==> src/rtl/sum_uart_pkg.sv <==
// Shared definitions for the sum UART transmitter: FSM state encoding and frame constants.
package sum_uart_pkg;

    typedef enum logic [1:0] {
        IDLE  = 2'd0,
        START = 2'd1,
        DATA  = 2'd2,
        STOP  = 2'd3
    } uart_state_e;

    localparam int   UART_DATA_BITS  = 8;
    localparam logic UART_IDLE_LEVEL = 1'b1;

endpackage

==> src/rtl/sum_fifo.sv <==
// Synchronous byte FIFO; full/empty come from the occupancy counter, pointers wrap naturally.
module sum_fifo #(
    parameter int DEPTH = 4
) (
    input  logic                     clk,
    input  logic                     rst_n,
    input  logic                     push_i,
    input  logic                     pop_i,
    input  logic [7:0]               din_i,
    output logic [7:0]               dout_o,
    output logic                     full_o,
    output logic                     empty_o,
    output logic [$clog2(DEPTH):0]   count_o
);

    localparam int AW = $clog2(DEPTH);

    logic [7:0]    mem_q [DEPTH];
    logic [AW-1:0] wr_ptr_q, rd_ptr_q;
    logic [AW:0]   count_q;
    logic          push_ok_s, pop_ok_s;

    assign full_o    = (count_q == (AW+1)'(DEPTH));
    assign empty_o   = (count_q == '0);
    assign count_o   = count_q;
    assign dout_o    = mem_q[rd_ptr_q];
    assign push_ok_s = push_i && !full_o;
    assign pop_ok_s  = pop_i && !empty_o;

    // Storage array: written at the tail on an accepted push; contents need no reset.
    always_ff @(posedge clk) begin
        if (push_ok_s) begin
            mem_q[wr_ptr_q] <= din_i;
        end
    end

    // Pointer and occupancy bookkeeping; push and pop together leave the count unchanged.
    always_ff @(posedge clk or negedge rst_n) begin
        if (!rst_n) begin
            wr_ptr_q <= '0;
            rd_ptr_q <= '0;
            count_q  <= '0;
        end else begin
            if (push_ok_s) begin
                wr_ptr_q <= wr_ptr_q + AW'(1);
            end
            if (pop_ok_s) begin
                rd_ptr_q <= rd_ptr_q + AW'(1);
            end
            case ({push_ok_s, pop_ok_s})
                2'b10:   count_q <= count_q + (AW+1)'(1);
                2'b01:   count_q <= count_q - (AW+1)'(1);
                default: count_q <= count_q;
            endcase
        end
    end

endmodule

==> src/rtl/sum_uart_tx.sv <==
// Buffers adder sums and sends each one as a UART 8N1 frame, LSB first.
module sum_uart_tx
    import sum_uart_pkg::*;
#(
    parameter int CLK_DIV    = 16,
    parameter int FIFO_DEPTH = 4
) (
    input  logic                          clk,
    input  logic                          rst_n,
    input  logic                          ena,
    input  logic [7:0]                    sum_in,
    input  logic                          sum_valid,
    output logic                          sum_ready,
    output logic                          tx,
    output logic                          busy,
    output logic [$clog2(FIFO_DEPTH):0]   fifo_count,
    output logic                          overflow
);

    localparam int             BW        = (CLK_DIV > 2) ? $clog2(CLK_DIV) : 1;
    localparam logic [BW-1:0]  BAUD_LAST = BW'(CLK_DIV - 1);
    localparam logic [2:0]     BIT_LAST  = 3'(UART_DATA_BITS - 1);

    uart_state_e    state_q, state_d;
    logic [BW-1:0]  baud_q, baud_d;
    logic [2:0]     bit_q, bit_d;
    logic [7:0]     shift_q, shift_d;
    logic           tx_q, tx_d;
    logic           overflow_q;
    logic           pop_s, bit_end_s, start_ok_s;
    logic           fifo_full_s, fifo_empty_s;
    logic [7:0]     fifo_dout_s;

    sum_fifo #(.DEPTH(FIFO_DEPTH)) u_fifo (
        .clk     (clk),
        .rst_n   (rst_n),
        .push_i  (sum_valid),
        .pop_i   (pop_s),
        .din_i   (sum_in),
        .dout_o  (fifo_dout_s),
        .full_o  (fifo_full_s),
        .empty_o (fifo_empty_s),
        .count_o (fifo_count)
    );

    assign sum_ready  = !fifo_full_s;
    assign tx         = tx_q;
    assign busy       = (state_q != IDLE);
    assign overflow   = overflow_q;
    assign bit_end_s  = (baud_q == BAUD_LAST);
    assign start_ok_s = !fifo_empty_s && ena;

    // Next-state logic: frame sequencing, baud counting, bit shifting and the next line level.
    always_comb begin
        state_d = state_q;
        baud_d  = baud_q;
        bit_d   = bit_q;
        shift_d = shift_q;
        tx_d    = tx_q;
        pop_s   = 1'b0;
        case (state_q)
            IDLE: begin
                baud_d = '0;
                if (start_ok_s) begin
                    state_d = START;
                    pop_s   = 1'b1;
                    shift_d = fifo_dout_s;
                    tx_d    = 1'b0;
                end else begin
                    tx_d    = UART_IDLE_LEVEL;
                end
            end
            START: begin
                if (bit_end_s) begin
                    state_d = DATA;
                    baud_d  = '0;
                    bit_d   = 3'd0;
                    tx_d    = shift_q[0];
                    shift_d = {1'b0, shift_q[7:1]};
                end else begin
                    baud_d  = baud_q + BW'(1);
                end
            end
            DATA: begin
                if (bit_end_s) begin
                    baud_d = '0;
                    if (bit_q == BIT_LAST) begin
                        state_d = STOP;
                        tx_d    = UART_IDLE_LEVEL;
                    end else begin
                        bit_d   = bit_q + 3'd1;
                        tx_d    = shift_q[0];
                        shift_d = {1'b0, shift_q[7:1]};
                    end
                end else begin
                    baud_d = baud_q + BW'(1);
                end
            end
            STOP: begin
                if (bit_end_s) begin
                    baud_d = '0;
                    if (start_ok_s) begin
                        state_d = START;
                        pop_s   = 1'b1;
                        shift_d = fifo_dout_s;
                        tx_d    = 1'b0;
                    end else begin
                        state_d = IDLE;
                        tx_d    = UART_IDLE_LEVEL;
                    end
                end else begin
                    baud_d = baud_q + BW'(1);
                end
            end
            default: begin
                state_d = IDLE;
                tx_d    = UART_IDLE_LEVEL;
            end
        endcase
    end

    // Transmitter state registers; reset forces the line idle and abandons any partial frame.
    always_ff @(posedge clk or negedge rst_n) begin
        if (!rst_n) begin
            state_q <= IDLE;
            baud_q  <= '0;
            bit_q   <= 3'd0;
            shift_q <= 8'h00;
            tx_q    <= UART_IDLE_LEVEL;
        end else begin
            state_q <= state_d;
            baud_q  <= baud_d;
            bit_q   <= bit_d;
            shift_q <= shift_d;
            tx_q    <= tx_d;
        end
    end

    // Sticky overflow: a valid byte offered while the buffer is full is dropped and flagged.
    always_ff @(posedge clk or negedge rst_n) begin
        if (!rst_n) begin
            overflow_q <= 1'b0;
        end else begin
            overflow_q <= overflow_q | (sum_valid & fifo_full_s);
        end
    end

endmodule

==> config.mk <==
export PLATFORM = sky130hd
export DESIGN_NAME = sum_uart_tx
export DESIGN_NICKNAME = d
export VERILOG_FILES = /design/src/rtl/sum_uart_pkg.sv /design/src/rtl/sum_fifo.sv /design/src/rtl/sum_uart_tx.sv
export SDC_FILE = /design/constraint.sdc
export NUM_CORES = 1
export LEC_CHECK = 0
export BUFFER_PORTS_ARGS = -buffer_cell sky130_fd_sc_hd__buf_2
export CELL_PAD_IN_SITES_DETAIL_PLACEMENT = 1
export CELL_PAD_IN_SITES_GLOBAL_PLACEMENT = 2
export CORE_UTILIZATION = 42
export CTS_BUF_LIST = sky130_fd_sc_hd__clkbuf_16
export DETAILED_ROUTE_END_ITERATION = 7
export PLACE_DENSITY = 0.8
export SLEW_MARGIN = 20
export SYNTH_ARGS = -nofsm -noshare
export SYNTH_HDL_FRONTEND = slang
export SYNTH_SLANG_ARGS = --single-unit
==> constraint.sdc <==
create_clock -name clk -period 2.5 [get_ports clk]
set_input_delay 0.375 -clock clk [delete_from_list [all_inputs] [get_ports clk]]
set_output_delay 0.375 -clock clk [all_outputs]
set_load 0.01 [all_outputs]
# Yosys cells after proc, flatten, opt, wreduce, memory -nomap -nowiden
# Memory sizes are Yosys's and may differ from the RTL's.
# Cells that the tools add are included.
dict set report classes {
  n_mux 31
  reduce_logical 15
  n_bitwise 2
  eq_ne 14
  add_sub_neg 6
}
# op count
set ops {}
lappend ops {{8-bit 2-to-1 mux} 5}
lappend ops {{8-bit case mux with 4 select lines} 1}
lappend ops {{2-bit != test (second input constant)} 6}
lappend ops {{3-bit case mux with 2 select lines} 2}
lappend ops {{1-bit 2-to-1 mux} 10}
lappend ops {{2-bit 2-to-1 mux} 5}
lappend ops {{3-bit 2-to-1 mux} 3}
lappend ops {{2-bit case mux with 4 select lines} 1}
lappend ops {{4-bit case mux with 2 select lines} 1}
lappend ops {{4-bit AND reduction} 2}
lappend ops {{3-bit by 1-bit adder with 3-bit output (second input constant)} 2}
lappend ops {{2-bit == test (second input constant)} 3}
lappend ops {{3-bit == test (second input constant)} 2}
lappend ops {{2-bit nonzero test} 3}
lappend ops {{5-bit AND reduction} 1}
lappend ops {{2-bit by 1-bit adder with 2-bit output (second input constant)} 2}
lappend ops {{4-bit by 1-bit adder with 4-bit output (second input constant)} 1}
lappend ops {{2-bit by 1-bit == test with 1-bit output (second input constant)} 2}
lappend ops {{4-bit == test (second input constant)} 1}
lappend ops {{4-bit 2-to-1 mux} 1}
lappend ops {{1-bit case mux with 4 select lines} 1}
lappend ops {{1-bit logical AND} 3}
lappend ops {{3-bit logical NOT} 1}
lappend ops {{3-bit AND reduction} 1}
lappend ops {{other kinds (7)} 8}
dict set report totals {
  n_memories 1
  out_inout_bits 7
  mem_bits_rw 32
  regBits 26
  elab_cells 78
}
# name words word_bits read_ports rd_ports_with_merged_regs write_ports line_no
set memory_table {}
lappend memory_table {u_fifo.mem_q 4 8 1 0 1 sum_fifo.sv:18} ;# logic [7:0] mem_q [DEPTH];

# Depth between registers and ports, before layout
dict set report logic_depth {
  depth_word 9
  depth_mapped 10
  ltp_nobuf 10
}

# Cells and area by module
# From an unflattened synthesis, not the netlist that was laid out.
dict set report unflattened {
  hier_cells 184
  area_unflattened_um2 2685.1
}
# mod instances cells_each area_per_inst_um2
set by_module_without_submodules {}
lappend by_module_without_submodules {sum_fifo 1 79 1592.8}
lappend by_module_without_submodules {sum_uart_tx 1 105 1092.3}

# Worst setup path before layout
# Ideal clock, no wire load.
dict set report synth_path {
  path_type {register -> register}
  from {register state_q[0]}
  to {register u_fifo.count_q[2], in the netlist u_fifo.count_o[2]}
  required_time_ns 2.421
  period_less_slack_ns 2.268
  arrival_ns 2.188
  setup_time_ns 0.079
  slack_ns 0.232
  stages_incl_launch_ff 10
  n_path_buf 0
  cell_sequence {dfrtp_1 -> inv_1 -> ha_1 -> nor3_1 -> ha_1 -> inv_1 -> fa_1 -> xor2_1 -> nor2_1 -> xor2_1}
}
dict set report synth_between {
  elab_chain_cells 5
}
# element line_no
set synth_lines {}
lappend synth_lines {{start: declaration} sum_uart_tx.sv:24} ;# uart_state_e state_q, state_d;
lappend synth_lines {{start signal: assignment} sum_uart_tx.sv:131} ;# state_q <= state_d;
lappend synth_lines {{2-bit == test or 2-bit logical NOT (tied branches)} sum_uart_tx.sv:61} ;# case (state_q)
lappend synth_lines {{1-bit case mux with 2 select lines (*)} sum_uart_tx.sv:61}
lappend synth_lines {{1-bit logical AND (*)} sum_fifo.sv:28} ;# assign pop_ok_s = pop_i && !empty_o;
lappend synth_lines {{net u_fifo.pop_ok_s} sum_fifo.sv:21} ;# logic push_ok_s, pop_ok_s;
lappend synth_lines {{2-bit by 1-bit == test with 1-bit output or 2-bit == test (tied branches)} sum_fifo.sv:50} ;# case ({push_ok_s, pop_ok_s})
lappend synth_lines {{3-bit case mux with 2 select lines or 2-bit nonzero test (tied branches)} --}
lappend synth_lines {{end signal: assignment} sum_fifo.sv:51} ;# 2'b10: count_q <= count_q + (AW+1)'(1);
lappend synth_lines {{end signal: assignment} sum_fifo.sv:52} ;# 2'b01: count_q <= count_q - (AW+1)'(1);
lappend synth_lines {{end signal: assignment} sum_fifo.sv:53} ;# default: count_q <= count_q;
lappend synth_lines {{end: declaration} sum_fifo.sv:20} ;# logic [AW:0] count_q;
# The timed path passes the listed nets; every way through them passes the cells marked *.
# A chain may end at the register's enable or synchronous reset.

# Worst setup path in the final report
dict set report layout_path {
  from {register state_q[1]}
  to {register u_fifo.count_q[2], in the netlist u_fifo.count_o[2]}
}
# Same word-level chain as after synthesis.

==> summary.txt <==
Count of final setup violators = 0
RSZ-0062 raised after global routing = no
Dpl hpwl = 3720 um
Crit share post-route = 92.9%
DRT antenna net count = 0
P per Cell Area = 1430 nW/um^2
Initial Util = 44.1%
Min Tclk post-route = 2.32 ns
Vias in the first global route = 1824
Clk root buf = clkbuf_16
I/O pin count = 19
Yosys top cell area share = 36.4%
Synthesis Warnings = 0
R2r endpoint = u_fifo.count_o[2]
Die height = 81.3 um
Pre-CTS setup slack = 0.122 ns
Synth Register Bits = 58
R2r setup slk = 0.18 ns
Final slew viol count = 0
# rows = 28
R2R cell count = 9
Worst hold slack = 0.0439 ns
H-tree depth = 3
Nets = 242
Remaining DRCs = 0
Crit path launch type = flip-flop
Yosys cell types = 43
TritonCTS buffer count = 9
I/O Buffers = 18
Worst EP required = 2.75 ns
Final setup TNS = 0 ns
DRT iter0 DRCs = 109
Worst setup EP type = flip-flop
Post-Syn Area = 2640 sq um
Synthesized net count = 214
Setup crit end = u_fifo.count_o[2]
Sequential element share of the synthesized area = 61.1%
ANT cells = 0
Initial antenna violation count = 0
Synthesis-to-finish area growth = 19.1%
CP Class = reg -> reg
Max-Cap Viols = 0
Max_slew headroom = 56.7%
Peak Freq = 431 MHz
Top cells by area, synth = edfxtp_1 (36%), dfrtp_1 (24%), mux2_2 (7.3%)
Static leakage = 1.30 nW
Max Root-Sink Buffers = 2
Fraction of registers with async set/reset = 44.8%
Final WL = 5640 um
Outcome = completed
Main synth FF type = edfxtp_1
Die ar. = 6610 sq um
Final estimated routing congestion in global placement = 0.757
TritonCTS clock tree = done
Largest net degree at the start of global routing = 27
Worst Setup Slack, final = 0.177 ns
Clk slew on worst S/H paths = 0.06 ns
Average routed wire per standard cell = 19.0 um
Hold_buf cts = 0
WP data arrival = 2.57 ns
Number of synthesized flops with an enable pin = 32
GR Overflow Total = 0
VDD IR-drop max = 614 uV
Core area = 5990 sq um
Die Wd = 81.3 um
First-pass GRT wire length = 9120 um
Gr usage total = 19.9%
Endpoints failing hold = 0
Via count = 1623
Post-Layout Cell Count = 296
Mean Syn Cell Area = 14.0 sq um
Reg2reg start = state_q[1]
Mapped Cells = 188
Synth area leader = edfxtp_1
Postcts setup bufs = 0
Via density = 5.48
Placed cells = 280
Tightest Pin Transition = 0.649 ns
Setup Skew = 0.00830 ns
Sinks on Clock Net = 58
Critical path peak fanout = 4
Drt first pass iters = 4
Hold Path Class = in -> async
Setup crit start = state_q[1]
Layout cells sized above 1 = 29.9%
Worst skew pair latency = 0.33 ns
per-stage QoR:
stage	area (sq um)	utilization, %	power, mW
floorplan	2640	-	2.74
global placement	2830	47.2	3.07
detailed placement	2830	47.2	3.20
CTS	3140	52.4	4.54
global route	3140	52.5	4.78
finish	3140	52.5	4.50
worst max-delay path, stage by stage (launching register included):
cell     delay [ns]
dfrtp_1        0.42
inv_1          0.14
ha_2           0.30
nor3_2         0.26
ha_1           0.24
inv_1          0.07
fa_1           0.38
xor2_1         0.15
nor2_1         0.11
xor2_1         0.17
registers in the layout, summed over array words and instances, names as in the netlist:
signal           flops
u_fifo.mem_q        32
bit_q                3
shift_q              8
overflow             1
u_fifo.rd_ptr_q      2
baud_q               4
u_fifo.count_o       3
tx                   1
state_q              2
u_fifo.wr_ptr_q      2
where the power goes:
group | switching, mW | internal, mW
registers | 0.215 | 1.33
clock network | 0.428 | 0.860
logic | 0.931 | 0.729
repair_timing:
item                                    in CTS  in global routing
gates resized for setup                      0                  3
hold endpoints to repair                     0                  0
endpoints found under the setup margin       0                  1
cells by family (layout without fill, tap and decap cells):
group	after synthesis	after routing	synth area share (%)
AO/OA/AOI/OAI	35	35	10.9
XOR/XNOR	7	7	2.32
adder cells (fa/ha/maj)	14	14	6.92
buffers and inverters	13	46	2.18
flip-flops	58	58	61.1
multiplexers	19	19	8.48
AND/OR/NAND/NOR	42	42	8.10
how the worst min path moves through the flow:
stage                 endpoint  depth (start not counted)  slack [ns]  start
floorplan            baud_q[0]                          0        0.08  rst_n
global placement      bit_q[2]                          1        0.40  rst_n
detailed placement    bit_q[2]                          1        0.42  rst_n
CTS                 shift_q[4]                          1        0.06  rst_n
global route        shift_q[5]                          1        0.08  rst_n
finish              shift_q[5]                          1        0.04  rst_n
synthesized netlist by cell type, types with 2 or more instances:
master,number
a21o_1,2
a22o_1,2
a31oi_1,2
and3_1,5
buf_4,2
clkbuf_1,2
dfrtp_1,25
edfxtp_1,32
ha_1,13
inv_1,8
mux2_2,17
nand2_1,16
nor2_1,4
nor2b_1,9
nor3_1,3
o21ai_0,2
o22ai_1,7
o31ai_1,7
xnor2_1,4
xor2_1,3
layout make-up:
type	count	area, sq um
Clock inverter	7	85.1
Fill cell	592	2850
Inverter	8	30.0
Timing Repair Buffer	22	120
Clock buffer	9	225
Tap cell	75	93.8
Multi-Input combinational cell	117	977
Sequential cell	58	1610
per-layer routing:
layer	share of wire [%]	global-route usage [%]	routed length, um	vias to the layer above
met1	43	23.4	2410	828
met4	2.0	10.9	114	0
li1	-	-	-	754
met3	3.2	5.28	179	9
met5	0	0	0	-
met2	52	32.8	2940	32
layout by cell type (no fill, tap or decap), types with 3 or more instances in the layout:
master     count
xor2_1         3
dfrtp_1       25
ha_1          12
nand2_1       16
edfxtp_1      32
mux2_2        17
and3_1         5
nor2_1         4
o22ai_1        7
xnor2_1        4
inv_1          8
clkbuf_16      9
nor2b_1        9
buf_2         18
buf_4          4
o31ai_1        7
No activity file was read; power rests on OpenSTA's default activity.
